--- src/rtl/adder_meas_pkg.sv ---
// Shared types and default widths for the adder ring-oscillator measurement blocks.
package adder_meas_pkg;

  localparam int COUNT_W_DEF = 32;
  localparam int GATE_W_DEF  = 32;

  typedef enum logic [1:0] {
    IDLE,
    ARM,
    COUNT,
    DONE
  } meas_state_t;

endpackage

--- src/rtl/sync_edge_detect.sv ---
// Brings an asynchronous ring input into the clock domain and flags its rising edges.
module sync_edge_detect #(
  parameter int SYNC_STAGES = 2
) (
  input  logic wb_clk_i,
  input  logic wb_rst_i,
  input  logic sig_in,
  output logic rise
);

  logic [SYNC_STAGES-1:0] sync_q;
  logic                   hist_q;

  always_ff @(posedge wb_clk_i or posedge wb_rst_i) begin
    if (wb_rst_i) begin
      sync_q <= '0;
      hist_q <= 1'b0;
    end else begin
      sync_q <= {sync_q[SYNC_STAGES-2:0], sig_in};
      hist_q <= sync_q[SYNC_STAGES-1];
    end
  end

  // One-cycle pulse per synchronised low-to-high transition.
  assign rise = sync_q[SYNC_STAGES-1] & ~hist_q;

endmodule

--- src/rtl/ring_edge_counter.sv ---
// Counts ring-oscillator rising edges over a programmable gate window of clock cycles.
module ring_edge_counter
  import adder_meas_pkg::*;
#(
  parameter int COUNT_W     = COUNT_W_DEF,
  parameter int GATE_W      = GATE_W_DEF,
  parameter int SYNC_STAGES = 2
) (
  input  logic               wb_clk_i,
  input  logic               wb_rst_i,
  input  logic               ring_in,
  input  logic               start,
  input  logic               abort,
  input  logic [GATE_W-1:0]  gate_cycles,
  output logic               busy,
  output logic               done,
  output logic [COUNT_W-1:0] count,
  output logic               overflow
);

  localparam logic [COUNT_W-1:0] CNT_MAX = '1;

  meas_state_t       state_q, state_d;
  logic [GATE_W-1:0] gate_q;
  logic [GATE_W-1:0] remaining;
  logic              rise;

  sync_edge_detect #(
    .SYNC_STAGES(SYNC_STAGES)
  ) u_sync (
    .wb_clk_i(wb_clk_i),
    .wb_rst_i(wb_rst_i),
    .sig_in  (ring_in),
    .rise    (rise)
  );

  always_comb begin
    state_d = state_q;
    unique case (state_q)
      IDLE:    if (abort) state_d = IDLE;
               else if (start) state_d = ARM;
      ARM:     if (abort) state_d = IDLE;
               else if (gate_q == '0) state_d = DONE;
               else state_d = COUNT;
      COUNT:   if (abort) state_d = IDLE;
               else if (remaining == GATE_W'(1)) state_d = DONE;
      DONE:    if (abort) state_d = IDLE;
               else if (start) state_d = ARM;
      default: state_d = IDLE;
    endcase
  end

  always_ff @(posedge wb_clk_i or posedge wb_rst_i) begin
    if (wb_rst_i) begin
      state_q   <= IDLE;
      gate_q    <= '0;
      remaining <= '0;
      count     <= '0;
      overflow  <= 1'b0;
    end else begin
      state_q <= state_d;
      unique case (state_q)
        IDLE, DONE: if (start && !abort) gate_q <= gate_cycles;
        ARM: begin
          count     <= '0;
          overflow  <= 1'b0;
          remaining <= gate_q;
        end
        COUNT: begin
          if (abort) begin
            count    <= '0;
            overflow <= 1'b0;
          end else begin
            remaining <= remaining - GATE_W'(1);
            // Saturate rather than wrap; overflow stays set until the next ARM.
            if (rise) begin
              if (count == CNT_MAX) overflow <= 1'b1;
              else count <= count + COUNT_W'(1);
            end
          end
        end
        default: ;
      endcase
    end
  end

  assign busy = (state_q == ARM) || (state_q == COUNT);
  assign done = (state_q == DONE);

endmodule

--- config.mk ---
export PLATFORM = sky130hd
export DESIGN_NAME = ring_edge_counter
export DESIGN_NICKNAME = d
export VERILOG_FILES = /design/src/rtl/adder_meas_pkg.sv /design/src/rtl/sync_edge_detect.sv /design/src/rtl/ring_edge_counter.sv
export SDC_FILE = /design/constraint.sdc
export NUM_CORES = 1
export LEC_CHECK = 0
export BUFFER_PORTS_ARGS = -buffer_cell sky130_fd_sc_hd__buf_2
export CELL_PAD_IN_SITES_DETAIL_PLACEMENT = 1
export CELL_PAD_IN_SITES_GLOBAL_PLACEMENT = 1
export CORE_MARGIN = 3
export CORE_UTILIZATION = 41
export CTS_CLUSTER_SIZE = 14
export DETAILED_ROUTE_END_ITERATION = 10
export GPL_TIMING_DRIVEN = 0
export PLACE_DENSITY_LB_ADDON = 0.3
export SYNTH_ARGS = -nofsm -noshare
export SYNTH_HDL_FRONTEND = slang
export SYNTH_SLANG_ARGS = --single-unit
export TNS_END_PERCENT = 30
--- constraint.sdc ---
create_clock -name wb_clk_i -period 2.9 [get_ports wb_clk_i]
set_input_delay 0.435 -clock wb_clk_i [delete_from_list [all_inputs] [get_ports wb_clk_i]]
set_output_delay 0.435 -clock wb_clk_i [all_outputs]
set_load 0.01 [all_outputs]
## Word level (Yosys, flattened, before mapping)

Index checks and enable logic that the tools add are counted.
Widths: inputs -> output; s select.

- Logic and storage cells: 51
- Bits of input ports: 37
- Output and inout port bits: 35
- Bits in registers: 102

- Bitwise operators: 2
- Reductions and logical operators: 12
- Add/subtract/negate cells: 2
- Muxes and demuxes: 17
- Equality and inequality tests: 11

Operator list:

| cell | count |
|---|---|
| $mux 32 | 4 |
| $pmux 32 s2 | 2 |
| $add 32x1->32 const B | 1 |
| $eq 32x1->1 const B | 1 |
| $eq 32x32->1 const B | 1 |
| $logic_not 32->1 | 1 |
| $sub 32x1->32 const B | 1 |
| $ne 3x3->1 const B | 4 |
| $mux 2 | 5 |
| $pmux 2 s3 | 1 |
| $reduce_and 2->1 | 3 |
| $reduce_and 3->1 | 2 |
| $eq 2x2->1 const B | 2 |
| $mux 1 | 4 |
| $ne 3x1->1 const B | 1 |
| $eq 2x1->1 const B | 1 |
| $logic_not 2->1 | 1 |
| $ne 2x2->1 const B | 1 |
| $pmux 1 s2 | 1 |
| $reduce_bool 2->1 | 1 |
| $reduce_or 2->1 | 1 |
| $and 1x1->1 | 1 |
| $logic_and 1x1->1 | 1 |
| $logic_not 1->1 | 1 |
| 2 further kinds | 2 |

## Logic depth before layout (Yosys ltp)

- Word-level depth: 5
- Gate-level depth with buffers: 10
- Depth with buffers taken out: 7

## Modules after synthesis

Synthesis repeated with hierarchy kept, for this count alone.

- Cell total of the unflattened synthesis: 553
- Area, all modules: 5,432.7 µm²

By module, submodules not included:

| module | instances | seq. area each (µm²) | area an instance (µm²) | cells an instance |
|---|---|---|---|---|
| ring_edge_counter | 1 | 2,477.4 | 5,340.1 | 548 |
| sync_edge_detect | 1 | 75.1 | 92.6 | 5 |

## Worst setup path after synthesis

Ideal clock, no wire load.

- Kind: reg2reg
- Start point: reg state_q[0]
- End point: reg count[22]
- Cell stages (with the launch flop): 8
- Setup time: 0.078 ns
- Period minus slack after synthesis: 2.057 ns
- Path buffers: 0
- Arrival: 1.979 ns
- Data required time: 2.822 ns
- Path slack: 0.843 ns
- Cells stage by stage: dfrtp_1 -> inv_1 -> ha_1 -> nor2_1 -> nor3b_2 -> a21oi_1 -> or4_1 -> a21oi_1

- Cells in the longest elaborated chain, start to end: 3
- Elaborated cells on any way between the ends: 7
- Classes of those cells: eq/ne: 4; mux: 1; reduce/logical: 2

RTL lines:

| element | RTL line | text |
|---|---|---|
| start, declared | ring_edge_counter.sv:23 | `meas_state_t state_q, state_d;` |
| start signal, assigned | ring_edge_counter.sv:61 | `state_q <= state_d;` |
| $eq 2x2->1 / $eq 2x1->1 (equally long branches) | ring_edge_counter.sv:62 | `unique case (state_q)` |
| $ne 3x3->1 (no line) / $reduce_bool 2->1 (equally long branches) | - |  |
| $reduce_and 3->1 (no line) | - |  |
| end signal, assigned | ring_edge_counter.sv:78 | `else count <= count + COUNT_W'(1);` |
| end, declared | ring_edge_counter.sv:17 | `output logic [COUNT_W-1:0] count,` |

Several ways; a longest one is shown, not always the timed one.
A chain may end at the register's enable or synchronous reset.

## Final worst setup path

- Start point: reg state_q[1]
- End point: reg remaining[20]

- Cells in the longest elaborated chain, start to end: 3
- Elaborated cells on any way between the ends: 6
- Classes of those cells: eq/ne: 3; mux: 1; reduce/logical: 2

RTL lines:

| element | RTL line | text |
|---|---|---|
| $eq 2x2->1 / $eq 2x1->1 (equally long branches) | ring_edge_counter.sv:62 |  |
| $ne 2x2->1 (no line) / $reduce_bool 2->1 (equally long branches) | - |  |
| $reduce_and 2->1 (no line) | - |  |
| end signal, assigned | ring_edge_counter.sv:67 | `remaining <= gate_q;` |
| end signal, assigned | ring_edge_counter.sv:74 | `remaining <= remaining - GATE_W'(1);` |
| end, declared | ring_edge_counter.sv:25 | `logic [GATE_W-1:0] remaining;` |

Several ways; a longest one is shown, not always the timed one.

==> impl_metrics.tcl <==
set metrics [dict create \
    status "finished, final reports clean" \
    finalWorstSetupSlack_ns 0.2749 \
    hpwl_mm 12.72 \
    crit_arrival_ns 2.92 \
    die_w_um 122.9 \
    antenna_found_initial 0 \
    peakVddDrop_mv 0.4665 \
    critPathMaxFanout 8 \
    hold_class "in -> reg" \
    place_congestion 0.8687 \
    synth_fp_nets 616 \
    syn-instance-count 573 \
    routed_wl_mm 17.29 \
    required_ns 3.19 \
    die_h_um 122.9 \
    leakagePower_nw 2.648 \
    internal_power_mw 3.475 \
    seq_area_frac_synth_pct 45.57 \
    synth.distinct_cells 57 \
    synth.avg_cell_area_um2 9.776 \
    dr.pass1.iters 4 \
    nets 700 \
    synth_edf_count 0 \
    core_um2 13300 \
    finalSetupTns_ns 0 \
    setup_viol 0 \
    pre_cts_slack_ns 0.02520 \
    post-route-period-util_pct 90.52 \
    final_core_util_pct 48.87 \
    cts_tree "yes" \
    viasPerCell 6.069 \
    pwr-share-seq_pct 40.9 \
    syn_area_um2 5602 \
    ys_warn_count 0 \
    cts.sinks 102 \
    fin_skew_ns 0.007600 \
    max_freq_ghz 0.3809 \
    wl_per_cell_um 20.63 \
    cap_violations 0 \
    crit_path_end_kind "register" \
    p_per_area_nw_per_um2 920.2 \
    grtUsageTotal_pct 23.98 \
    final_cell_area_um2 6497 \
    hold_violations 0 \
    pwr-share-comb_pct 39.9 \
    gr-total-overflow 0 \
    drive_above_1_share_pct 21.90 \
    area_delta_synth_final_pct 15.99 \
    grt_pass1_wl_mm 28.08 \
    postCtsSetupBuffers 0 \
    num_vias 5086 \
    place_area_um2 6221 \
    rows 42 \
    ys.flop_type "dfrtp_1" \
    fin_crit_ns 2.625 \
    first_iter_violations 230 \
    synth_seq_cells 102 \
    htree_levels 3 \
    ioPinCount 72 \
    switching_share_pct 41.89 \
    start_util_pct 42.13 \
    grt_start_max_net_pins 37 \
    root_buffer "clkbuf_16" \
    clock_path_buffers 2 \
    power.share.clock_pct 19.2 \
    io_buffers 71 \
    max_slew_margin_pct 46.51 \
    clock_latency_ns 0.36 \
    power_switching_mw 2.505 \
    grt_pass1_vias 5294 \
    cts_buffers 9 \
    p_total_mw 5.979 \
    drc_errors 0 \
    finalMaxSlewViolations 0 \
    dieArea_um2 15100 \
    n_antenna_cell 0 \
    path_clk_slew_ns 0.07 \
    tightestPinTransition_ns 0.8007 \
    rsz0062_at_grt "no" \
    crit_type "reg -> reg" \
    async_flop_share_pct 100.0 \
    postRouteAntennaNets 0 \
    cp-start-kind "register" \
]
## through the flow
step	hold slack, ns	instances
floorplan	0.3312	573
global placement	0.3347	820
detailed placement	0.3464	822
CTS	0.1796	838
global route	0.1841	838
finish	0.1877	838
## cells in the mapped netlist (3+ instances only)
library cell / count / share of area (%)
dfrtp_1: 102 / 46
nand2_1: 56 / 3.8
a21oi_1: 39 / 3.5
mux2_2: 34 / 6.8
nor2_1: 34 / 2.3
or4_1: 24 / 3.2
nor4_1: 23 / 2.6
clkbuf_1: 19 / 1.3
o211ai_1: 17 / 2.3
nand3_1: 16 / 1.4
nand4_1: 16 / 1.8
nand2b_1: 13 / 1.5
nor2b_1: 12 / 1.3
nor3_1: 12 / 1.1
a211oi_1: 11 / 1.5
o21ai_0: 11 / 0.98
xnor2_1: 11 / 1.7
inv_1: 9 / 0.60
mux2i_1: 7 / 1.3
or3_1: 7 / 0.78
ha_1: 6 / 1.3
and2_1: 5 / 0.56
and3_1: 5 / 0.56
buf_1: 5 / 0.34
buf_2: 5 / 0.45
o22a_1: 5 / 0.78
o22ai_1: 5 / 0.56
o311ai_0: 5 / 0.78
o41ai_1: 5 / 0.78
and4_1: 4 / 0.63
nor4b_1: 4 / 0.63
or2_2: 4 / 0.45
a2111o_1: 3 / 0.60
a211o_1: 3 / 0.47
a41oi_1: 3 / 0.47
o21a_1: 3 / 0.40
o31ai_1: 3 / 0.40
## layout make-up
type	count	area (um^2)
plain buffers	31	141.4
flip-flops and latches	102	2552
clock buffers	12	246.5
fillers	1556	6798
inverters	9	37.54
repair buffers	73	395.4
clock inverters	4	22.52
well taps	176	220.2
multi-input cells	431	2882
## cells in the final DEF, fill, tap and decap left out, types with 12 or more instances in the layout
cell type    n
nand2_1     56
nor4_1      23
nor2b_1     12
nand2b_1    13
nand4_1     16
mux2_2      34
clkbuf_1    18
o211ai_1    17
nor2_1      34
or4_1       24
buf_2       76
a21oi_1     38
nand3_1     16
dfrtp_1    102
nor3_1      12
## sequential cells by signal (all words and copies together), names as in the netlist
name and cells:
u_sync.hist_q 1, overflow 1, state_q 2, gate_q 32, u_sync.sync_q 2, count 32
remaining 32
## routing by layer
metal | global-route usage [%] | up-vias | share of wire (%)
li1 | - | 2354 | -
met1 | 33.18 | 2612 | 45
met2 | 39.15 | 102 | 49
met3 | 2.903 | 18 | 4.2
met4 | 7.768 | 0 | 1.4
met5 | 0 | - | 0
## logic make-up (layout without fill, tap and decap cells)
| group | Yosys count | in the layout | share of synthesized area [%] |
|---|---|---|---|
| AO/OA/AOI/OAI | 128 | 128 | 15.95 |
| XOR/XNOR | 11 | 11 | 1.720 |
| adder cells (fa/ha/maj) | 6 | 6 | 1.340 |
| buffers and inverters | 40 | 129 | 3.060 |
| flip-flops | 102 | 102 | 45.57 |
| multiplexers | 41 | 41 | 8.086 |
| AND/OR/NAND/NOR | 245 | 245 | 24.28 |
## power by group through the flow
stage / registers, mW / logic (mW) / clock network (mW)
final: 2.45 / 2.38 / 1.15
after global routing: 2.52 / 2.64 / 1.23
after CTS: 2.44 / 2.39 / 1.18
after detailed placement: 2.46 / 2.37 / 0
after global placement: 2.41 / 2.23 / 0
after floorplan: 2.27 / 1.72 / 0
## critical path, cell delays in order, from the launching register on
cell	delay, ns
dfrtp_1	0.42
inv_1	0.07
ha_1	0.34
nor2b_1	0.20
clkbuf_1	0.47
nor2_1	0.25
or4_1	0.52
a21oi_1	0.18
a221o_1	0.13
## timing repair
item / 4_1_cts / 5_1_grt
gates resized for setup: 1 / 5
setup endpoints to repair: 1 / 7
hold buffers: 0 / 0
## worst paths after layout
path                                  startpoint          endpoint  slack (ns)  depth (start not counted)
worst max register to register        state_q[1]     remaining[20]        0.27                          8
max in group asynchronous               wb_rst_i         count[16]        2.03                          3
min in group asynchronous               wb_rst_i         gate_q[4]        0.22                          2
worst min-delay path                     ring_in  u_sync.sync_q[0]        0.19                          1
worst max-delay path                  state_q[1]     remaining[20]        0.27                          8
worst min register to register  u_sync.sync_q[0]  u_sync.sync_q[1]        0.36                          0
(Power assumes the default switching activity.)
